File: config.mk
export PLATFORM = sky130hd
export DESIGN_NAME = ifetch_wide_flat
export DESIGN_NICKNAME = d
export VERILOG_FILES = /design/src/rtl/ifetch_wide_pkg.sv /design/src/rtl/ifetch_wide_if.sv /design/src/rtl/ifetch_wide_ibuf.sv /design/src/rtl/ifetch_wide.sv /design/src/flat_wrapper.sv
export SDC_FILE = /design/constraint.sdc
export NUM_CORES = 2
export LEC_CHECK = 0
export CAP_MARGIN = 20
export CORE_ASPECT_RATIO = 1.1
export CORE_MARGIN = 4
export CORE_UTILIZATION = 30
export DETAILED_ROUTE_END_ITERATION = 12
export HOLD_SLACK_MARGIN = 0.1
export PLACE_DENSITY = 0.49
export RECOVER_POWER = 100
export SLEW_MARGIN = 20
export SYNTH_ARGS = -nofsm -noshare
export SYNTH_HDL_FRONTEND = slang
export SYNTH_SLANG_ARGS = --single-unit
File: constraint.sdc
create_clock -name clock -period 7.1 [get_ports clock]
set_input_delay 2.13 -clock clock [delete_from_list [all_inputs] [get_ports clock]]
set_output_delay 2.13 -clock clock [all_outputs]
set_load 0.01 [all_outputs]
File: src/rtl/ifetch_wide_pkg.sv
// Shared types and constants for the wide instruction fetch stage and its buffer.
package ifetch_wide_pkg;

    localparam int PKG_XLEN = 32;

    // Canonical RISC-V no-op (addi x0, x0, 0) driven on empty decode slots.
    localparam logic [31:0] NOP = 32'h0000_0013;

    typedef enum logic [1:0] {
        IDLE,
        FETCH,
        HOLD
    } IFETCH_STATE;

    typedef struct packed {
        logic [31:0]         inst;
        logic [PKG_XLEN-1:0] PC;
        logic [PKG_XLEN-1:0] NPC;
    } IBUF_ENTRY;

    typedef struct packed {
        logic                valid;
        logic [31:0]         inst;
        logic [PKG_XLEN-1:0] PC;
        logic [PKG_XLEN-1:0] NPC;
    } IF_ID_PACKET;

endpackage

File: src/rtl/ifetch_wide_if.sv
// Bundle of redirect, I-cache and decode-side signals around the fetch stage.
interface ifetch_wide_if
    import ifetch_wide_pkg::*;
#(
    parameter int XLEN           = 32,
    parameter int NUM_REDIRECT   = 3,
    parameter int IBUF_DEPTH     = 8,
    parameter int DISPATCH_WIDTH = 2
) ();

    logic [NUM_REDIRECT-1:0]                   redirect_req;
    logic [NUM_REDIRECT-1:0][XLEN-1:0]         redirect_pc;
    logic                                      fetch_stall;
    logic [63:0]                               Icache2proc_data;
    logic                                      Icache2proc_data_valid;
    logic [$clog2(DISPATCH_WIDTH+1)-1:0]       deq_count;
    logic [XLEN-1:0]                           proc2Icache_addr;
    logic                                      proc2Icache_req;
    IF_ID_PACKET [DISPATCH_WIDTH-1:0]          if_packet;
    logic [$clog2(IBUF_DEPTH+1)-1:0]           ibuf_count;
    logic [NUM_REDIRECT-1:0]                   gnt_debug;

    modport master (
        output redirect_req, redirect_pc, fetch_stall,
               Icache2proc_data, Icache2proc_data_valid, deq_count,
        input  proc2Icache_addr, proc2Icache_req, if_packet, ibuf_count, gnt_debug
    );

    modport slave (
        input  redirect_req, redirect_pc, fetch_stall,
               Icache2proc_data, Icache2proc_data_valid, deq_count,
        output proc2Icache_addr, proc2Icache_req, if_packet, ibuf_count, gnt_debug
    );

endinterface

File: src/rtl/ifetch_wide_ibuf.sv
// Circular instruction buffer: up to two enqueues and DISPATCH_WIDTH dequeues per cycle,
// with a flush that empties it in one cycle.
module ifetch_wide_ibuf
    import ifetch_wide_pkg::*;
#(
    parameter  int IBUF_DEPTH     = 8,
    parameter  int DISPATCH_WIDTH = 2,
    localparam int PW             = $clog2(IBUF_DEPTH),
    localparam int CW             = $clog2(IBUF_DEPTH + 1),
    localparam int DCW            = $clog2(DISPATCH_WIDTH + 1)
) (
    input  logic                             clock,
    input  logic                             reset,
    input  logic                             flush_i,
    input  logic [1:0]                       enqCount_i,
    input  IBUF_ENTRY [1:0]                  enqEntry_i,
    input  logic [DCW-1:0]                   deqCount_i,
    output IF_ID_PACKET [DISPATCH_WIDTH-1:0] head_o,
    output logic [CW-1:0]                    count_o
);

    IBUF_ENTRY       mem_q [IBUF_DEPTH];
    logic [PW-1:0]   head_q;
    logic [PW-1:0]   tail_q;
    logic [CW-1:0]   count_q;
    logic [CW-1:0]   deqEff;

    // Decode may ask for more than is present; only the valid heads leave.
    always_comb begin
        deqEff = (CW'(deqCount_i) > count_q) ? count_q : CW'(deqCount_i);
    end

    always_ff @(posedge clock or negedge reset) begin
        if (!reset) begin
            head_q  <= '0;
            tail_q  <= '0;
            count_q <= '0;
        end else if (flush_i) begin
            head_q  <= '0;
            tail_q  <= '0;
            count_q <= '0;
        end else begin
            head_q  <= head_q + PW'(deqEff);
            tail_q  <= tail_q + PW'(enqCount_i);
            count_q <= count_q + CW'(enqCount_i) - deqEff;
        end
    end

    always_ff @(posedge clock) begin
        if (reset && !flush_i) begin
            if (enqCount_i != 2'd0) begin
                mem_q[tail_q] <= enqEntry_i[0];
            end
            if (enqCount_i == 2'd2) begin
                mem_q[tail_q + PW'(1)] <= enqEntry_i[1];
            end
        end
    end

    always_comb begin
        head_o = '0;
        for (int i = 0; i < DISPATCH_WIDTH; i++) begin
            if (CW'(i) < count_q) begin
                head_o[i].valid = 1'b1;
                head_o[i].inst  = mem_q[head_q + PW'(i)].inst;
                head_o[i].PC    = mem_q[head_q + PW'(i)].PC;
                head_o[i].NPC   = mem_q[head_q + PW'(i)].NPC;
            end else begin
                head_o[i].valid = 1'b0;
                head_o[i].inst  = NOP;
                head_o[i].PC    = '0;
                head_o[i].NPC   = '0;
            end
        end
    end

    assign count_o = count_q;

endmodule

File: src/rtl/ifetch_wide.sv
// Wide fetch stage: fixed-priority redirect arbiter, IDLE/FETCH/HOLD request FSM and
// block-to-instruction split feeding the instruction buffer.
module ifetch_wide
    import ifetch_wide_pkg::*;
#(
    parameter int              XLEN           = 32,
    parameter int              NUM_REDIRECT   = 3,
    parameter int              IBUF_DEPTH     = 8,
    parameter int              DISPATCH_WIDTH = 2,
    parameter logic [XLEN-1:0] RESET_PC       = '0
) (
    input logic          clock,
    input logic          reset,
    ifetch_wide_if.slave bus
);

    localparam int CW = $clog2(IBUF_DEPTH + 1);

    IFETCH_STATE             state_q;
    logic [XLEN-1:0]         pc_q;
    logic [XLEN-1:0]         pc_d;
    logic [NUM_REDIRECT-1:0] grant;
    logic                    redirect;
    logic [XLEN-1:0]         redirectTarget;
    logic [CW-1:0]           ibufCount;
    logic                    hasRoom;
    logic                    acceptHit;
    logic [1:0]              enqCount;
    IBUF_ENTRY [1:0]         enqEntry;

    // Scan from the lowest-priority source up so the lowest asserted index wins.
    always_comb begin
        grant          = '0;
        redirectTarget = '0;
        for (int i = NUM_REDIRECT - 1; i >= 0; i--) begin
            if (bus.redirect_req[i]) begin
                grant          = '0;
                grant[i]       = 1'b1;
                redirectTarget = bus.redirect_pc[i];
            end
        end
    end

    assign redirect = |bus.redirect_req;

    // Room is judged on the pre-dequeue count so a full pair always fits.
    assign hasRoom   = (ibufCount <= CW'(IBUF_DEPTH - 2));
    assign acceptHit = (state_q == FETCH) && bus.Icache2proc_data_valid && !redirect && hasRoom;

    always_comb begin
        enqCount = 2'd0;
        enqEntry = '0;
        pc_d     = pc_q;
        if (acceptHit) begin
            if (!pc_q[2]) begin
                enqCount         = 2'd2;
                enqEntry[0].inst = bus.Icache2proc_data[31:0];
                enqEntry[0].PC   = pc_q;
                enqEntry[0].NPC  = pc_q + XLEN'(4);
                enqEntry[1].inst = bus.Icache2proc_data[63:32];
                enqEntry[1].PC   = pc_q + XLEN'(4);
                enqEntry[1].NPC  = pc_q + XLEN'(8);
                pc_d             = pc_q + XLEN'(8);
            end else begin
                enqCount         = 2'd1;
                enqEntry[0].inst = bus.Icache2proc_data[63:32];
                enqEntry[0].PC   = pc_q;
                enqEntry[0].NPC  = pc_q + XLEN'(4);
                pc_d             = pc_q + XLEN'(4);
            end
        end
    end

    always_ff @(posedge clock or negedge reset) begin
        if (!reset) begin
            state_q <= IDLE;
            pc_q    <= RESET_PC;
        end else if (redirect) begin
            state_q <= FETCH;
            pc_q    <= redirectTarget;
        end else begin
            pc_q <= pc_d;
            case (state_q)
                IDLE:    state_q <= FETCH;
                FETCH:   if (bus.fetch_stall || !hasRoom) state_q <= HOLD;
                HOLD:    if (!bus.fetch_stall && hasRoom) state_q <= FETCH;
                default: state_q <= IDLE;
            endcase
        end
    end

    ifetch_wide_ibuf #(
        .IBUF_DEPTH     (IBUF_DEPTH),
        .DISPATCH_WIDTH (DISPATCH_WIDTH)
    ) ibuf (
        .clock      (clock),
        .reset      (reset),
        .flush_i    (redirect),
        .enqCount_i (enqCount),
        .enqEntry_i (enqEntry),
        .deqCount_i (bus.deq_count),
        .head_o     (bus.if_packet),
        .count_o    (ibufCount)
    );

    assign bus.gnt_debug        = grant & {NUM_REDIRECT{reset}};
    assign bus.proc2Icache_req  = (state_q == FETCH);
    assign bus.proc2Icache_addr = {pc_q[XLEN-1:3], 3'b000};
    assign bus.ibuf_count       = ibufCount;

endmodule

File: src/flat_wrapper.sv
// flat-port wrapper written by rule: the top's interface ports become plain ports
module ifetch_wide_flat import ifetch_wide_pkg::*;
#(
    parameter int              XLEN           = 32,
    parameter int              NUM_REDIRECT   = 3,
    parameter int              IBUF_DEPTH     = 8,
    parameter int              DISPATCH_WIDTH = 2,
    parameter logic [XLEN-1:0] RESET_PC       = '0
)
  (clock, reset, bus_redirect_req, bus_redirect_pc, bus_fetch_stall, bus_Icache2proc_data, bus_Icache2proc_data_valid, bus_deq_count, bus_proc2Icache_addr, bus_proc2Icache_req, bus_if_packet, bus_ibuf_count, bus_gnt_debug);
  ifetch_wide_if #(.XLEN(XLEN), .NUM_REDIRECT(NUM_REDIRECT), .IBUF_DEPTH(IBUF_DEPTH), .DISPATCH_WIDTH(DISPATCH_WIDTH)) bus_i ();
  input logic clock;
  input logic reset;
  input wire logic [$bits(bus_i.redirect_req)-1:0] bus_redirect_req;
  input wire logic [$bits(bus_i.redirect_pc)-1:0] bus_redirect_pc;
  input wire logic [$bits(bus_i.fetch_stall)-1:0] bus_fetch_stall;
  input wire logic [$bits(bus_i.Icache2proc_data)-1:0] bus_Icache2proc_data;
  input wire logic [$bits(bus_i.Icache2proc_data_valid)-1:0] bus_Icache2proc_data_valid;
  input wire logic [$bits(bus_i.deq_count)-1:0] bus_deq_count;
  output wire logic [$bits(bus_i.proc2Icache_addr)-1:0] bus_proc2Icache_addr;
  output wire logic [$bits(bus_i.proc2Icache_req)-1:0] bus_proc2Icache_req;
  output wire logic [$bits(bus_i.if_packet)-1:0] bus_if_packet;
  output wire logic [$bits(bus_i.ibuf_count)-1:0] bus_ibuf_count;
  output wire logic [$bits(bus_i.gnt_debug)-1:0] bus_gnt_debug;
  assign bus_i.redirect_req = bus_redirect_req;
  assign bus_i.redirect_pc = bus_redirect_pc;
  assign bus_i.fetch_stall = bus_fetch_stall;
  assign bus_i.Icache2proc_data = bus_Icache2proc_data;
  assign bus_i.Icache2proc_data_valid = bus_Icache2proc_data_valid;
  assign bus_i.deq_count = bus_deq_count;
  assign bus_proc2Icache_addr = bus_i.proc2Icache_addr;
  assign bus_proc2Icache_req = bus_i.proc2Icache_req;
  assign bus_if_packet = bus_i.if_packet;
  assign bus_ibuf_count = bus_i.ibuf_count;
  assign bus_gnt_debug = bus_i.gnt_debug;
  ifetch_wide #(.XLEN(XLEN), .NUM_REDIRECT(NUM_REDIRECT), .IBUF_DEPTH(IBUF_DEPTH), .DISPATCH_WIDTH(DISPATCH_WIDTH), .RESET_PC(RESET_PC)) u_core (.clock(clock), .reset(reset), .bus(bus_i));
endmodule
* After elaboration in Yosys (flattened, before gate mapping)
Memory sizes are Yosys's and may differ from the RTL's.
Index checks and enable logic that the tools add are counted.
W data, S select, Z words.
** Word-level totals
- Latch bits :: 0
- Flip-flop bits (word level) :: 44
- Memories :: 1
- RAM bits :: 768
- Bits of input ports :: 169
- Memory bits (read-only) :: 0
- Output and inout bits :: 234
- Word-level logic and storage cells :: 68
** Operators by class
- $mul :: 0
- Bitwise logic cells :: 1
- Multiplexer cells :: 30
- Magnitude comparators :: 4
- Equal/unequal tests :: 5
- Reductions and logical operators :: 14
- Shift-type cells :: 0
- Div/mod/pow operators :: 0
- Add/subtract/negate cells :: 8
** Memory list
- u_core.ibuf.mem_q :: words 8, width 96, read ports 2, clocked after Yosys merged registers in 0, write ports 2, line ifetch_wide_ibuf.sv:22 : IBUF_ENTRY mem_q [IBUF_DEPTH];
** Operators with widths (count)
- $mux W97 :: 2
- $mux W192 :: 1
- $mux W32 :: 6
- $mux W96 :: 2
- $add A32 B3 Y32 const B :: 1
- $add A32 B4 Y32 const B :: 1
- $mux W3 :: 5
- $mux W2 :: 5
- $lt A1 B4 Y1 const A :: 2
- $mux W4 :: 2
- $add A3 B1 Y3 const B :: 2
- $mux W1 :: 6
- $ne A3 B1 Y1 const B :: 2
- $pmux W2 S3 :: 1
- $logic_and A1 B1 Y1 :: 5
- $add A4 B2 Y4 :: 1
- $eq A2 B2 Y1 const B :: 2
- $gt A2 B4 Y1 :: 1
- $le A4 B3 Y1 const B :: 1
- $reduce_bool A2 Y1 :: 2
- $sub A4 B4 Y4 :: 1
- $add A3 B2 Y3 :: 1
- $add A3 B3 Y3 :: 1
- $and A3 B3 Y3 :: 1
- other kinds (6) :: 8

* Longest topological paths before layout
- Depth in word-level cells :: 9
- Depth in mapped cells :: 14
- Mapped depth without buffers :: 12

* Modules after synthesis
A second synthesis with hierarchy kept.
** Unflattened totals
- Cells, all modules :: 3155
- Area total of the unflattened synthesis :: 49145.9 µm²
** By module, submodules not included
- ifetch_wide_ibuf :: cells an instance 2423, instances 1, sequential area each 23312.4 µm², area each 44018.5 µm²
- ifetch_wide :: cells an instance 732, instances 1, sequential area each 850.8 µm², area each 5127.4 µm²

* Worst setup path after synthesis
OpenSTA, ideal clock, no wires.
- Kind :: input port to flip-flop
- From :: input bus_redirect_req[0]
- To :: memory u_core.ibuf.mem_q[0][10] (netlist bit), enable pin
- Slack :: 1.227 ns
- Data required time :: 6.653 ns
- Setup time :: 0.447 ns
- Data arrival time :: 5.426 ns
- Stages on the path :: 9
- Buffers on the path :: 4
- Path through :: buf_2 > nor3_2 > o2111ai_1 > buf_4 > buf_4 > nor2_1 > nor2_1 > buf_2 > inv_1
** RTL lines
- start, declared :: line flat_wrapper.sv:14 : input wire logic [$bits(bus_i.redirect_req)-1:0] bus_redirect_req;
- end, declared :: line ifetch_wide_ibuf.sv:22

==> results.md <==
* First-pass GRT wire length at roughly 320,000 um
* H-tree Lvls at 3
* Critical path's largest stage delay at between 1000 and 1500 ps
* Synth cell types at between 80 and 90
* Starting DRT DRC Count at 5,557
* Clk slew on worst S/H paths at approximately 60 ps
* Pwr Total at between 0.01 and 0.015 W
* Syn Inst Count at 4,440
* Final period util at 95.6%
* Crit-path slowest cell: nor3_1
* Area of the mapped netlist at 50,300 um2
* Number of flops mapped to enable cells by yosys at between 700 and 800
* Hpwl dp at between 100,000 and 150,000 um
* Clock Path Buffers at 3
* Clk Latency, worst-skew pair at between 700 and 800 ps
* Max Freq at roughly 150 MHz
* Cell mode on critical path: buf_4
* Final Slew Violations at 249
* Peak VDD IR at ~0.18 mV
* Layer with the highest usage: met2
* Total number of vias at 43.1k
* Critical path capture point type: flip-flop
* Setup TNS at 0 ps
* Final worst clock skew at ~68 ps
* Avg Cell Area, Syn at about 11 um2
* Most common library cell in the layout ignoring fill and taps: edfxtp_1
* Tot GR Track Use at between 20% and 30%
* CTS buffer count at 90
* Cts-stage hold buffer count at 0
* Seq/Total Area, Yosys at 47.0%
* Total gr overflow at 0
* Synth Register Bits at 796
* Area Growth Syn to Fin at 17.2%
* Failing checks: capacitance limit, slew limit
* Postcts setup bufs at 0
* Cell family with most CP delay: simple AND/OR/NAND/NOR gates
* Post-route ant nets at 0
* Met2 GRT Util at 40.4%
* Status: complete, but fails checks
* Relative slew slack at -43.5%
* GR Util met3 at between 5 and 6%
* Layout cell share with drive strength beyond 1 at 15.2%
* Routed len/inst at ~34 um
* Yosys warns at 0
* Worst Tran Pin Value at roughly 2200 ps
* Pin count of the biggest net entering global routing at between 200 and 250
* Post-layout util at between 30 and 40%
* Crit path DAT at 7390 ps
* Initial Utilization at a little under a third
* Clk root buf: clkbuf_16
* Number of global-route vias before repair at roughly 42k
* Drt pass-1 iters at 8
* Area of the core at roughly 170,000 um2
* Die area at roughly 170,000 um2
* Critical path data required time at between 7000 and 8000 ps
* Area of placed instances at roughly 56,000 um2
* Synth Flop Type: edfxtp_1
* Final setup viols at 0
* Power Density at ~200 nW/um2
* Max-cap violations at 14
* Initial antenna violation count at 25
* Pre-CTS WS at 1030 ps
* Final wirelength at about 230,000 um
* Async SR Flop Fraction at 5.53%
* I/O Buffers at roughly 400
* GR Layer Usage met1 at approximately 33%
* IO Pins at about 400
* DRC at 0
* Die Y-Extent at between 400 and 500 um
* CTS tree: done
* CP cell instances: dlygate4sd3_1, clkbuf_1, nor3_1, o2111a_2, buf_4, nand2_1, buf_4, o21ai_0, a21o_1
* Clock period minus worst slack at just under 7000 ps
* Cell area after layout at 58,900 um2
* Final setup margin at just over 300 ps
* PostCTS Resize Cnt at 0
* Worst hold path type: flip-flop to flip-flop
* Startpoint Class: input port
* Row count at around 160
* Final Hold Vio Count at 0
* Die width at about 400 um
* Vias per cell at approximately 6.3
* RSZ-0062 raised after global routing: no
* Critical path buffers and inverters at 4
* CTS Sinks at 796
* Pleak at around 17 nW
* Crit-path max FO at 29
* Layout Nets at roughly 4.7k
* Most frequent cells in the layout: edfxtp_1 (744), nand2_1 (515), a21oi_1 (377)
* Crit Path Class: input port to flip-flop
* Routability Congestion at 0.923
* Fillers at 16.5k
-- per-layer routing --
layer	part of all wire (%)	routed length, um	up-vias
li1	-	-	17700
met1	38	86800	22100
met2	47	107000	2748
met3	10	23400	581
met4	5.1	11600	8
met5	0.025	56	-
-- worst paths after layout --
path                                               from                  endpoint  slack (ps)  cells after the start
max in group asynchronous                         reset            u_core.pc_q[2]        3940                      2
worst max register to register           u_core.pc_q[7]  u_core.ibuf.mem_q[4][20]        1200                      6
worst min register to register  u_core.ibuf.mem_q[6][2]   u_core.ibuf.mem_q[6][2]         490                      1
min in group asynchronous                         reset     u_core.ibuf.tail_q[0]        2500                      2
worst min-delay path            u_core.ibuf.mem_q[6][2]   u_core.ibuf.mem_q[6][2]         490                      1
worst max-delay path                bus_redirect_req[1]  u_core.ibuf.mem_q[4][42]         310                      9
-- final cells by class --
cell class,count,area (um2),area share (%)
Multi-Input combinational cell,3004,24000,40.8
Sequential cell,796,23600,40.1
Timing Repair Buffer,550,5250,8.92
Tap cell,2226,2790,4.73
Clock buffer,119,2400,4.08
Clock inverter,49,566,0.960
Inverter,43,198,0.336
Antenna cell,13,32.5,0.0552
-- cell usage after synthesis, types with 9 or more instances --
master | number | area share (%)
a211oi_1 | 9 | 0.13
a21o_1 | 9 | 0.13
a21oi_1 | 377 | 3.8
a221o_1 | 23 | 0.46
a221oi_1 | 172 | 3.0
a22o_1 | 13 | 0.23
a22oi_1 | 111 | 1.7
a32oi_1 | 40 | 0.70
and2_1 | 22 | 0.27
and3_1 | 16 | 0.20
buf_1 | 62 | 0.46
buf_2 | 124 | 1.2
buf_4 | 49 | 0.73
clkbuf_1 | 360 | 2.7
dfrtp_1 | 44 | 2.2
edfxtp_1 | 744 | 44
ha_1 | 19 | 0.47
inv_1 | 39 | 0.29
mux2i_1 | 105 | 2.1
mux4_2 | 376 | 17
nand2_1 | 515 | 3.8
nand2b_1 | 10 | 0.12
nand3_1 | 67 | 0.67
nand4_1 | 23 | 0.29
nor2_1 | 291 | 2.2
nor2b_1 | 16 | 0.20
nor3_1 | 79 | 0.79
o211ai_1 | 59 | 0.88
o21ai_0 | 157 | 1.6
o21ai_1 | 10 | 0.10
o22ai_1 | 276 | 3.4
o31ai_1 | 30 | 0.45
or3_1 | 26 | 0.32
xnor2_1 | 20 | 0.35
xor2_1 | 10 | 0.17
-- registers in the layout, indices dropped and copies added (netlist names) --
name	flops
u_core.ibuf.tail_q	3
u_core.ibuf.head_q	3
u_core.ibuf.mem_q	752
u_core.ibuf.count_o	4
u_core.state_q	2
u_core.pc_q	32
-- power by group --
part	leakage [nW]	switching, W	internal (W)
Sequential	7.37	0.0000873	0.00512
Clock	1.41	0.00215	0.00270
Combinational	8.02	0.00109	0.000689
Total	16.8	0.00332	0.00851
-- through the flow --
stage | hold WS [ps] | std cells
3_3_place_gp | 464 | 6619
6_report | 491 | 6800
3_5_place_dp | 468 | 6619
2_1_floorplan | 438 | 4442
4_1_cts | 482 | 6787
5_1_grt | 504 | 6793
-- logic make-up (layout without fill, tap and decap cells) --
logic type	count (synthesis)	after routing	share of synthesized area, %
AO/OA/AOI/OAI	1341	1341	17.4
XOR/XNOR	31	31	0.555
adder cells (fa/ha/maj)	23	23	0.612
buffers and inverters	642	761	5.50
flip-flops	796	796	47.0
multiplexers	485	485	19.0
other	1	16	0.00746
AND/OR/NAND/NOR	1121	1121	9.90
No activity file was read; power rests on OpenSTA's default activity.
